## config.mk

```make
export PLATFORM = sky130hd
export DESIGN_NAME = ledwalker_wb
export DESIGN_NICKNAME = d
export VERILOG_FILES = /design/src/rtl/ledwalk_pkg.sv /design/src/rtl/walk_step_div.sv /design/src/rtl/ledwalker_wb.sv
export SDC_FILE = /design/constraint.sdc
export NUM_CORES = 1
export LEC_CHECK = 0
export ABC_AREA = 0
export CAP_MARGIN = 40
export CORE_MARGIN = 8
export CORE_UTILIZATION = 55
export DETAILED_ROUTE_END_ITERATION = 6
export GPL_TIMING_DRIVEN = 0
export PLACE_DENSITY = 0.9
export SLEW_MARGIN = 20
export SYNTH_ARGS = -nofsm -noshare
export SYNTH_HDL_FRONTEND = slang
export SYNTH_SLANG_ARGS = --single-unit
```

## constraint.sdc

```tcl
create_clock -name i_clk -period 4.7 [get_ports i_clk]
set_clock_uncertainty 0.2 [all_clocks]
set_input_delay 0.94 -clock i_clk [delete_from_list [all_inputs] [get_ports i_clk]]
set_output_delay 0.94 -clock i_clk [all_outputs]
set_load 0.05 [all_outputs]
```

## src/rtl/ledwalk_pkg.sv

```systemverilog
// Shared definitions for the Wishbone LED walker: register map, CTRL/STATUS
// bit positions, mode encoding, walk FSM state codes and the shadow config.
package ledwalk_pkg;

  // Register select on the single address line
  localparam logic ADDR_CTRL = 1'b0;
  localparam logic ADDR_DIV  = 1'b1;

  // CTRL write bit positions
  localparam int CTRL_START   = 0;
  localparam int CTRL_MODE    = 1;
  localparam int CTRL_DONE    = 2;
  localparam int CTRL_OVR     = 3;
  localparam int CTRL_REP_LSB = 4;

  // STATUS read bit positions
  localparam int STAT_BUSY    = 0;
  localparam int STAT_MODE    = 1;
  localparam int STAT_DONE    = 2;
  localparam int STAT_OVR     = 3;
  localparam int STAT_REP_LSB = 4;
  localparam int STAT_POS_LSB = 8;
  localparam int STAT_POS_W   = 8;

  // Width of the repeat field (pass count minus one)
  localparam int REP_W = 4;

  // Walk mode encoding
  localparam logic MODE_BOUNCE = 1'b0;
  localparam logic MODE_ONEWAY = 1'b1;

  // Walk FSM state codes
  localparam logic [1:0] ST_IDLE = 2'd0;
  localparam logic [1:0] ST_UP   = 2'd1;
  localparam logic [1:0] ST_DOWN = 2'd2;

  // Walk configuration as captured from a CTRL write
  typedef struct packed {
    logic             mode;
    logic [REP_W-1:0] reps;
  } walk_cfg_t;

endpackage

```

## src/rtl/walk_step_div.sv

```systemverilog
// Step-rate divider for the LED walker: while running, counts clocks and
// raises a step pulse once the count reaches the live divider value. The
// count restarts at every step, so each step lasts div+1 clocks, and a
// lowered divider ends the current step as soon as the compare sees it.
module walk_step_div #(
  parameter int DIV_W = 24
) (
  input  logic             clk,
  input  logic             rst_n,
  input  logic             run,
  input  logic [DIV_W-1:0] div,
  output logic             step
);

  logic [DIV_W-1:0] count_reg;

  // Compare against the live divider so a mid-step write takes effect at once
  assign step = run && (count_reg >= div);

  // Count clocks within the current step; idle or step end restarts at zero
  always_ff @(posedge clk or negedge rst_n) begin
    if (!rst_n) begin
      count_reg <= '0;
    end else if (!run || step) begin
      count_reg <= '0;
    end else begin
      count_reg <= count_reg + DIV_W'(1);
    end
  end

endmodule

```

## src/rtl/ledwalker_wb.sv

```systemverilog
// Wishbone-pipelined LED walker. Sweeps one lit LED across NLEDS outputs in
// bounce or one-way mode, REPEAT+1 passes back to back, at a programmable
// step rate. Starts come from a CTRL write or a synchronised push-button.
module ledwalker_wb
  import ledwalk_pkg::*;
#(
  parameter int          NLEDS       = 8,
  parameter int          DIV_W       = 24,
  parameter int unsigned DEFAULT_DIV = 5_000_000
) (
  input  logic             i_clk,
  input  logic             i_reset_n,
  input  logic             i_btn,
  input  logic             i_wb_cyc,
  input  logic             i_wb_stb,
  input  logic             i_wb_we,
  input  logic             i_wb_addr,
  input  logic [31:0]      i_wb_data,
  output logic             o_wb_stall,
  output logic             o_wb_ack,
  output logic [31:0]      o_wb_data,
  output logic [NLEDS-1:0] o_led,
  output logic             o_int
);

  localparam int POS_W = (NLEDS > 1) ? $clog2(NLEDS) : 1;
  localparam logic [POS_W-1:0] POS_LAST = POS_W'(NLEDS - 1);

  // ---------------------------------------------------------------------
  // Registered state
  // ---------------------------------------------------------------------
  logic [1:0]       state_reg;
  logic [POS_W-1:0] pos_reg;
  logic [REP_W-1:0] rep_reg;
  logic             mode_reg;
  walk_cfg_t        cfg_reg;
  logic [DIV_W-1:0] div_reg;
  logic             done_reg;
  logic             overrun_reg;
  logic             int_reg;
  logic [NLEDS-1:0] led_reg;
  logic             ack_reg;
  logic [31:0]      rdata_reg;
  logic [2:0]       btn_sync_reg;

  // ---------------------------------------------------------------------
  // Next-state / decode signals
  // ---------------------------------------------------------------------
  logic [1:0]       state_next;
  logic [POS_W-1:0] pos_next;
  logic [REP_W-1:0] rep_next;
  logic             mode_next;
  logic             finish;
  logic [NLEDS-1:0] led_next;

  logic             req;
  logic             wr_ctrl;
  logic             wr_div;
  logic             busy;
  logic             btn_rise;
  logic             bus_start;
  logic             btn_start;
  logic             start_req;
  logic             start_ok;
  logic             overrun_set;
  logic             step;
  walk_cfg_t        bus_cfg;
  walk_cfg_t        start_cfg;
  logic [31:0]      status_word;
  logic [31:0]      div_word;
  logic             unused_ok;

  // Data bits above the CTRL field and the divider width carry no meaning
  assign unused_ok = &{1'b0, i_wb_data};

  // ---------------------------------------------------------------------
  // Bus decode and start arbitration
  // ---------------------------------------------------------------------
  assign req       = i_wb_stb && i_wb_cyc;
  assign wr_ctrl   = req && i_wb_we && (i_wb_addr == ADDR_CTRL);
  assign wr_div    = req && i_wb_we && (i_wb_addr == ADDR_DIV);
  assign busy      = (state_reg != ST_IDLE);

  assign bus_cfg.mode = i_wb_data[CTRL_MODE];
  assign bus_cfg.reps = i_wb_data[CTRL_REP_LSB +: REP_W];

  // The bus wins a same-cycle tie; the button event is simply dropped
  assign bus_start   = wr_ctrl && i_wb_data[CTRL_START];
  assign btn_start   = btn_rise && !bus_start;
  assign start_req   = bus_start || btn_start;
  assign start_ok    = start_req && !busy;
  assign overrun_set = start_req && busy;

  // A bus start uses the config in the same write; a button start the shadow
  assign start_cfg = bus_start ? bus_cfg : cfg_reg;

  assign o_wb_stall = 1'b0;
  assign o_wb_ack   = ack_reg;
  assign o_wb_data  = rdata_reg;
  assign o_led      = led_reg;
  assign o_int      = int_reg;

  // ---------------------------------------------------------------------
  // Button synchroniser: two flops for metastability, a third for edges
  // ---------------------------------------------------------------------
  assign btn_rise = btn_sync_reg[1] && !btn_sync_reg[2];

  // Shift the raw button through the synchroniser chain
  always_ff @(posedge i_clk or negedge i_reset_n) begin
    if (!i_reset_n) begin
      btn_sync_reg <= '0;
    end else begin
      btn_sync_reg <= {btn_sync_reg[1:0], i_btn};
    end
  end

  // ---------------------------------------------------------------------
  // Step divider
  // ---------------------------------------------------------------------
  walk_step_div #(
    .DIV_W (DIV_W)
  ) u_step_div (
    .clk   (i_clk),
    .rst_n (i_reset_n),
    .run   (busy),
    .div   (div_reg),
    .step  (step)
  );

  // ---------------------------------------------------------------------
  // Position / direction / repeat FSM
  // ---------------------------------------------------------------------
  // Decide the next walk position; a pass end either reloads LED0 for the
  // next pass with no idle gap or finishes the walk
  always_comb begin
    state_next = state_reg;
    pos_next   = pos_reg;
    rep_next   = rep_reg;
    mode_next  = mode_reg;
    finish     = 1'b0;
    if (start_ok) begin
      state_next = ST_UP;
      pos_next   = '0;
      rep_next   = start_cfg.reps;
      mode_next  = start_cfg.mode;
    end else if (step) begin
      case (state_reg)
        ST_UP: begin
          if (pos_reg != POS_LAST) begin
            pos_next = pos_reg + POS_W'(1);
          end else if (mode_reg == MODE_ONEWAY) begin
            if (rep_reg == '0) begin
              finish = 1'b1;
            end else begin
              rep_next = rep_reg - REP_W'(1);
              pos_next = '0;
            end
          end else begin
            state_next = ST_DOWN;
            pos_next   = pos_reg - POS_W'(1);
          end
        end
        ST_DOWN: begin
          if (pos_reg != '0) begin
            pos_next = pos_reg - POS_W'(1);
          end else if (rep_reg == '0) begin
            finish = 1'b1;
          end else begin
            // LED0 stays lit for one more step as the next pass begins
            rep_next   = rep_reg - REP_W'(1);
            state_next = ST_UP;
          end
        end
        default: begin
          state_next = ST_IDLE;
        end
      endcase
      if (finish) begin
        state_next = ST_IDLE;
        pos_next   = '0;
      end
    end
  end

  // Register the walk FSM
  always_ff @(posedge i_clk or negedge i_reset_n) begin
    if (!i_reset_n) begin
      state_reg <= ST_IDLE;
      pos_reg   <= '0;
      rep_reg   <= '0;
      mode_reg  <= MODE_BOUNCE;
    end else begin
      state_reg <= state_next;
      pos_reg   <= pos_next;
      rep_reg   <= rep_next;
      mode_reg  <= mode_next;
    end
  end

  // One-hot decode of the upcoming position, registered so it lines up
  // with busy and the position field
  for (genvar gi = 0; gi < NLEDS; gi++) begin : g_led
    assign led_next[gi] = (state_next != ST_IDLE) && (pos_next == POS_W'(gi));
  end

  // Drive the LEDs and the completion pulse from registers
  always_ff @(posedge i_clk or negedge i_reset_n) begin
    if (!i_reset_n) begin
      led_reg <= '0;
      int_reg <= 1'b0;
    end else begin
      led_reg <= led_next;
      int_reg <= finish;
    end
  end

  // ---------------------------------------------------------------------
  // Configuration registers
  // ---------------------------------------------------------------------
  // Every CTRL write refreshes the shadow config; DIV keeps its low bits
  always_ff @(posedge i_clk or negedge i_reset_n) begin
    if (!i_reset_n) begin
      cfg_reg.mode <= MODE_BOUNCE;
      cfg_reg.reps <= '0;
      div_reg      <= DIV_W'(DEFAULT_DIV);
    end else begin
      if (wr_ctrl) begin
        cfg_reg <= bus_cfg;
      end
      if (wr_div) begin
        div_reg <= i_wb_data[DIV_W-1:0];
      end
    end
  end

  // Sticky flags: a hardware set beats a same-cycle write-one-to-clear
  always_ff @(posedge i_clk or negedge i_reset_n) begin
    if (!i_reset_n) begin
      done_reg    <= 1'b0;
      overrun_reg <= 1'b0;
    end else begin
      if (finish) begin
        done_reg <= 1'b1;
      end else if (wr_ctrl && i_wb_data[CTRL_DONE]) begin
        done_reg <= 1'b0;
      end
      if (overrun_set) begin
        overrun_reg <= 1'b1;
      end else if (wr_ctrl && i_wb_data[CTRL_OVR]) begin
        overrun_reg <= 1'b0;
      end
    end
  end

  // ---------------------------------------------------------------------
  // Read-back
  // ---------------------------------------------------------------------
  // Assemble STATUS; mode shows the running walk while busy, else the shadow
  always_comb begin
    status_word = '0;
    status_word[STAT_BUSY] = busy;
    status_word[STAT_MODE] = busy ? mode_reg : cfg_reg.mode;
    status_word[STAT_DONE] = done_reg;
    status_word[STAT_OVR]  = overrun_reg;
    status_word[STAT_REP_LSB +: REP_W]      = rep_reg;
    status_word[STAT_POS_LSB +: STAT_POS_W] = STAT_POS_W'(pos_reg);
  end

  assign div_word = 32'(div_reg);

  // Acknowledge every request one cycle later with data sampled at accept
  always_ff @(posedge i_clk or negedge i_reset_n) begin
    if (!i_reset_n) begin
      ack_reg   <= 1'b0;
      rdata_reg <= '0;
    end else begin
      ack_reg <= req;
      if (req) begin
        rdata_reg <= (i_wb_addr == ADDR_DIV) ? div_word : status_word;
      end else begin
        rdata_reg <= '0;
      end
    end
  end

endmodule

```

==> results of run 1 <==
-- per-stage QoR --
| stage | util [%] | worst slack [ns] | TNS [ns] | hold WS [ns] | power (mW) |
|---|---|---|---|---|---|
| final | 67.1 | 1.25 | 0 | 0.160 | 2.55 |
| after global routing | 67.1 | 1.12 | 0 | 0.177 | 2.71 |
| after CTS | 67.1 | 1.28 | 0 | 0.164 | 2.56 |
| after detailed placement | 65.0 | 0.908 | 0 | 0.141 | 2.03 |
| after global placement | 64.7 | -1.02 | -95.61 | 0.133 | 1.97 |
| after floorplan | - | 1.83 | 0 | 0.131 | 1.76 |
-- cell type report --
cell class / count / area share, %
Tap cell: 111 / 2.26
Inverter: 36 / 2.20
Clock buffer: 10 / 2.24
Multi-Input combinational cell: 333 / 38.3
Sequential cell: 102 / 41.7
Clock inverter: 6 / 0.835
Buffer: 19 / 1.73
Timing Repair Buffer: 64 / 10.7
-- power by group --
| part | total [mW] | internal (mW) | switching, mW | leakage [nW] |
|---|---|---|---|---|
| Sequential | 1.15 | 1.03 | 0.124 | 1.31 |
| Clock | 0.531 | 0.215 | 0.316 | 0.0939 |
| Combinational | 0.870 | 0.375 | 0.495 | 1.58 |
| Total | 2.55 | 1.62 | 0.934 | 2.99 |
-- final timing paths --
kind	endpoint	slack, ns
hold reg to reg	btn_sync_reg[1]$_DFF_PN0_	0.16
setup reg to reg	o_led[7]$_DFF_PN0_	1.53
max in group asynchronous	div_reg[6]$_DFFE_PN1P_	3.43
setup / recovery	o_led[7]$_DFF_PN0_	1.25
min in group asynchronous	o_wb_data[17]$_DFF_PN0_	0.19
hold / removal	btn_sync_reg[1]$_DFF_PN0_	0.16
-- placed cells by master (no fill, tap or decap), types with 4 or more instances in the layout --
master and instances:
dfrtp_1 94, clkdlybuf4s50_1 62, nor2_1 55, nand2_1 40, inv_1 36, ha_1 34, mux2_2 27, and2_1 15
a21oi_1 14, o21ai_0 14, nand3_1 14, xor2_1 14, mux2i_1 11, xnor2_1 10, clkbuf_8 10, buf_4 9
conb_1 9, clkbuf_1 8, dfstp_2 8, nor3_1 7, and3_1 7, nand4_1 4, nor2b_1 4
-- worst max-delay path: cells and delay by family --
family                 cells  cell delay [ns]
AOI/OAI and AO/OA          1             0.19
muxes                      1             0.31
and+or+nand+nor            6             1.58
buffers and inverters      1             0.52
-- layer usage --
metal  share of wire (%)  vias up  GRT usage [%]
met5                   0        -              0
met4                 1.5        0           6.56
met3                 4.5       17           5.15
met2                  50       92           30.0
met1                  44     1821           21.9
li1                    -     1789              -
-- cells by family after synthesis --
group           after synthesis
xor+xnor                     24
fa+ha+maj                    34
buf+inv                      55
mux                          38
compound gates               57
simple gates                171
flops                       102
other cells                   1
==> impl_metrics.toml, run 1 <==
[critical_path]
r2r_start = "div_reg[19]$_DFFE_PN1P_"
critPathMaxStageDelay_ns = 0.52
cp.arrival_ns = 3.54
critPathSlowestCell = "clkdlybuf4s50_1"
startpoint = "i_wb_stb"
start_kind = "primary input"
worst-setup-path-type = "in2reg"
path_cells = "clkdlybuf4s50_1, nand2_2, nor3b_4, a21oi_1, nor2b_1, nor3_1, mux2_2, or3_4, nor3b_1"
worstPathMaxFanout = 8
crit_required_ns = 4.79
end_kind = "flip-flop"
r2r_cells = 10

[run]
drv_cap = 0

[synthesis]
synth_area_leaders = "dfrtp_1 46%, ha_1 8.3%, mux2_2 5.9%"
netlist_area_sq_um = 5120
synth_edf_count = 0
avgSynthCellArea_sq_um = 10.6
synth_fa_ha_area_share_pct = 8.30
synth-xor-area-share_pct = 4.10
yosysTopAreaCell = "dfrtp_1"
synthMuxAreaShare_pct = 8.08
synth_common_cells = "94 x dfrtp_1, 55 x nor2_1, 40 x nand2_1"
synth_most_common_cell = "dfrtp_1"
postSynthCellCount = 482
synth_seq_area_share_pct = 50.0
ys_warn_count = 0
yosys.cell_types.count = 60
synth-compound-area-share_pct = 7.62
async_reset_ff_share_pct = 100
yosys_register_bits = 102
synth_top_family_by_area = "simple AND/OR/NAND/NOR gates"
synth-simple-area-share_pct = 17.1
synthFlopType = "dfrtp_1"
synth.top_cell.area_share_pct = 45.9

[timing]
setup_violations = 0
slew_headroom_pct = 53.4
hold_viol_final = 0
clock.fmax_ghz = 0.290
tightest_slew_ns = 0.699
period_minus_slack_ns = 3.45
rsz0062_at_grt = "false"
timing.final.crit_share_pct = 73.4
drv_slew = 0

[final_layout]
fill_cells = 651
nets = 638
register_area_sq_um = 2560
multi_input_area_sq_um = 2350
stdcell_count = 681
layout-drive-gt1-share_pct = 13.9
diodes = 0
areaGrowthSynthToFinish_pct = 19.9
fin_area_sq_um = 6140

[min_path]
hp-start = "btn_sync_reg[0]$_DFF_PN0_"
holdPathStages = 0
hp-class = "reg2reg"

[clock_network]
cts_made_buffers = 9
insertion_delay_ns = 0.37
cts.repair.resized = 0
postCtsHoldBufs = 0
cts_sinks = 102
cts.path.max_buffers = 2
cts-root-buf = "clkbuf_8"
path_clk_slew_ns = 0.10
cts_tree = "yes"
h-tree-depth = 3
post_cts_buffers = 0

[global_routing]
antenna_found_initial = 0
grt_max_degree = 85
grt_pass1_vias = 3965
grt_overflow = 0
grt_usage_pct = 18.0
grt_pass1_wl_mm = 18.5

[power_and_ir_drop]
leakage_nw = 2.99
vdd_drop_max_mv = 0.187
power_density_nw_per_um2 = 416

[drt]
via_per_inst = 5.46
drc_errors = 0
ant_nets = 0
via_count = 3719
firstDrtPassIters = 4
postRouteWirelength_mm = 10.9
drtIter0Drc = 150
wl_per_cell_um = 16.0

[placed_design]
placedCellCount = 665
dpl_cell_area_sq_um = 5950
numPortBuffers = 63
place.gp.congestion = 0.862
hpwl_mm = 8.25

[status]
outcome = "completed"

[floorplanning]
core_sq_um = 9150
dieArea_sq_um = 12700
fp.dieH_um = 113
initial_utilization_pct = 56.0
die_w_um = 113
pin_count = 82
num_rows = 35
(Power assumes the default switching activity.)
==> run 2: changes to the inputs <==
--- a/config.mk
+++ b/config.mk
@@ -8,10 +8,10 @@
 export ABC_AREA = 0
 export CAP_MARGIN = 40
 export CORE_MARGIN = 8
-export CORE_UTILIZATION = 55
+export CORE_UTILIZATION = 54
 export DETAILED_ROUTE_END_ITERATION = 6
 export GPL_TIMING_DRIVEN = 0
-export PLACE_DENSITY = 0.9
+export PLACE_DENSITY = 0.88
 export SLEW_MARGIN = 20
 export SYNTH_ARGS = -nofsm -noshare
 export SYNTH_HDL_FRONTEND = slang
==> constraint.sdc (replaced) <==
create_clock -name i_clk -period 3.6 [get_ports i_clk]
set_clock_uncertainty 0.2 [all_clocks]
set_input_delay 0.72 -clock i_clk [delete_from_list [all_inputs] [get_ports i_clk]]
set_output_delay 0.72 -clock i_clk [all_outputs]
set_load 0.05 [all_outputs]
==> impl_metrics.toml, run 2 (synthesis results as in run 1) <==
[run]
drv_cap = 0

[critical_path]
r2r_start = "div_reg[9]$_DFFE_PN1P_"
reg2reg_slack_ns = 0.41
worst-setup-path-type = "reg2reg"
r2r_cells = 10
end_kind = "flip-flop"
cp.arrival_ns = 3.28
worstPathMaxFanout = 8
start_kind = "flip-flop"
critPathSlowestCell = "dfstp_2"
startpoint = "div_reg[9]$_DFFE_PN1P_"
critPathMaxStageDelay_ns = 0.56
crit_required_ns = 3.69
path_cells = "inv_1, ha_1, a21oi_1, o21ai_0, a22oi_1, o211ai_2, o21bai_2, mux2_2, or3_4, nor3b_1"
cp-endpoint = "o_led[7]$_DFF_PN0_"
r2r-end = "o_led[7]$_DFF_PN0_"

[global_routing]
globalRouteMet2Util_pct = 31.4
met3_usage_pct = 3.80
grt_pass1_vias = 3960
grt_max_degree = 65
grt_util_met1_pct = 21.5
top_usage_layer = "met2"
grt_pass1_wl_mm = 18.7
antenna_found_initial = 0
grt_overflow = 0
grt_usage_pct = 18.2

[drt]
firstDrtPassIters = 5
wl_per_cell_um = 16.1
drtIter0Drc = 169
via_per_inst = 5.34
drc_errors = 0
via_count = 3732
ant_nets = 0
postRouteWirelength_mm = 11.2

[clock_network]
cts-root-buf = "clkbuf_8"
h-tree-depth = 3
cts.path.max_buffers = 2
postCtsHoldBufs = 0
path_clk_slew_ns = 0.10
cts_sinks = 102
post_cts_buffers = 0
cts_made_buffers = 9
cts_tree = "yes"
insertion_delay_ns = 0.37
cts.repair.resized = 0

[min_path]
hp-class = "in2async"

[placed_design]
hpwl_mm = 8.45
place.gp.congestion = 0.895
placedCellCount = 683
pre_cts_ws_ns = 0.0857
numPortBuffers = 63

[final_layout]
areaGrowthSynthToFinish_pct = 21.6
final_cell_mix = "94 x dfrtp_1, 62 x clkdlybuf4s50_1, 55 x nor2_1"
layout-drive-gt1-share_pct = 13.9
final_core_util_pct = 67.4
nets = 638
fill_cells = 681
register_area_sq_um = 2560
stdcell_count = 699
final_common_cell = "dfrtp_1"
multi_input_area_sq_um = 2350
diodes = 0

[floorplanning]
dieArea_sq_um = 12900
num_rows = 35
fp.dieH_um = 113
initial_utilization_pct = 55.5
die_w_um = 113
core_sq_um = 9240
pin_count = 82

[timing]
period_minus_slack_ns = 3.19
slew_headroom_pct = 52.8
setup_violations = 0
clock.fmax_ghz = 0.314
timing.final.crit_share_pct = 88.6
rsz0062_at_grt = "false"
hold_viol_final = 0
tightest_slew_ns = 0.708
drv_slew = 0
timing.hold.ws_ns = 0.0393
setup_ws_ns = 0.412

[power_and_ir_drop]
power_frac_clock_pct = 25.2
pwr-share-seq_pct = 42.5
power_density_nw_per_um2 = 568
leakage_nw = 3.02
vdd_drop_max_mv = 0.279
power.switching_mw = 1.22
p_comb_share_pct = 32.4
swShare_pct = 34.4
p_int_mw = 2.32

[status]
outcome = "completed"
-- run 2: changes by cell type in the layout (fill, tap and decap cells not counted) --
cell	before	now
bufinv_16	0	3
clkinv_4	2	1
inv_6	3	2
clkinvlp_4	1	0
-- run 2: layout make-up --
cell class,count,area share [%]
sequential,102,41.1
multi-input combinational,333,37.7
timing repair buffer,64,10.6
tap,129,2.59
clock buffer,10,2.21
inverter,36,2.17
clock inverter,6,1.87
buffer,19,1.71
-- run 2: worst min-delay path by stage --
stage | depth (start not counted) | slack (ns) | to
floorplan | 0 | 0.13 | btn_sync_reg[1]$_DFF_PN0_
global placement | 0 | 0.13 | btn_sync_reg[1]$_DFF_PN0_
detailed placement | 0 | 0.15 | btn_sync_reg[1]$_DFF_PN0_
CTS | 1 | 0.04 | rep_reg[1]$_DFFE_PN0P_
global route | 1 | 0.06 | cfg_reg[2]$_DFFE_PN0P_
finish | 1 | 0.04 | rep_reg[1]$_DFFE_PN0P_
-- run 2: power by group through the flow --
stage / logic [mW] / clock network, mW / registers [mW]
floorplan: 0.693 / 0 / 1.61
global placement: 1.07 / 0 / 1.51
detailed placement: 1.14 / 0 / 1.52
CTS: 1.15 / 0.901 / 1.50
global route: 1.26 / 0.946 / 1.53
finish: 1.15 / 0.890 / 1.50
-- run 2: layer usage --
layer	vias to the layer above	wire [um]
met1	1813	4740
met3	24	666
li1	1778	-
met5	-	0
met2	117	5600
met4	0	249
-- run 2: critical path: cells and delay by family, from the launching register on --
family | cells | cell delay (ns)
fa+ha+maj | 1 | 0.30
compound gates | 5 | 1.01
buf+inv | 1 | 0.05
mux | 1 | 0.42
flops | 1 | 0.56
simple gates | 2 | 0.57
-- run 2: through the flow --
| stage | power, mW | cell area [sq um] | TNS, ns |
|---|---|---|---|
| floorplan | 2.30 | 5150 | 0 |
| global placement | 2.58 | 5950 | -186.32 |
| detailed placement | 2.66 | 5970 | 0 |
| CTS | 3.55 | 6230 | 0 |
| global route | 3.73 | 6230 | 0 |
| finish | 3.54 | 6230 | 0 |
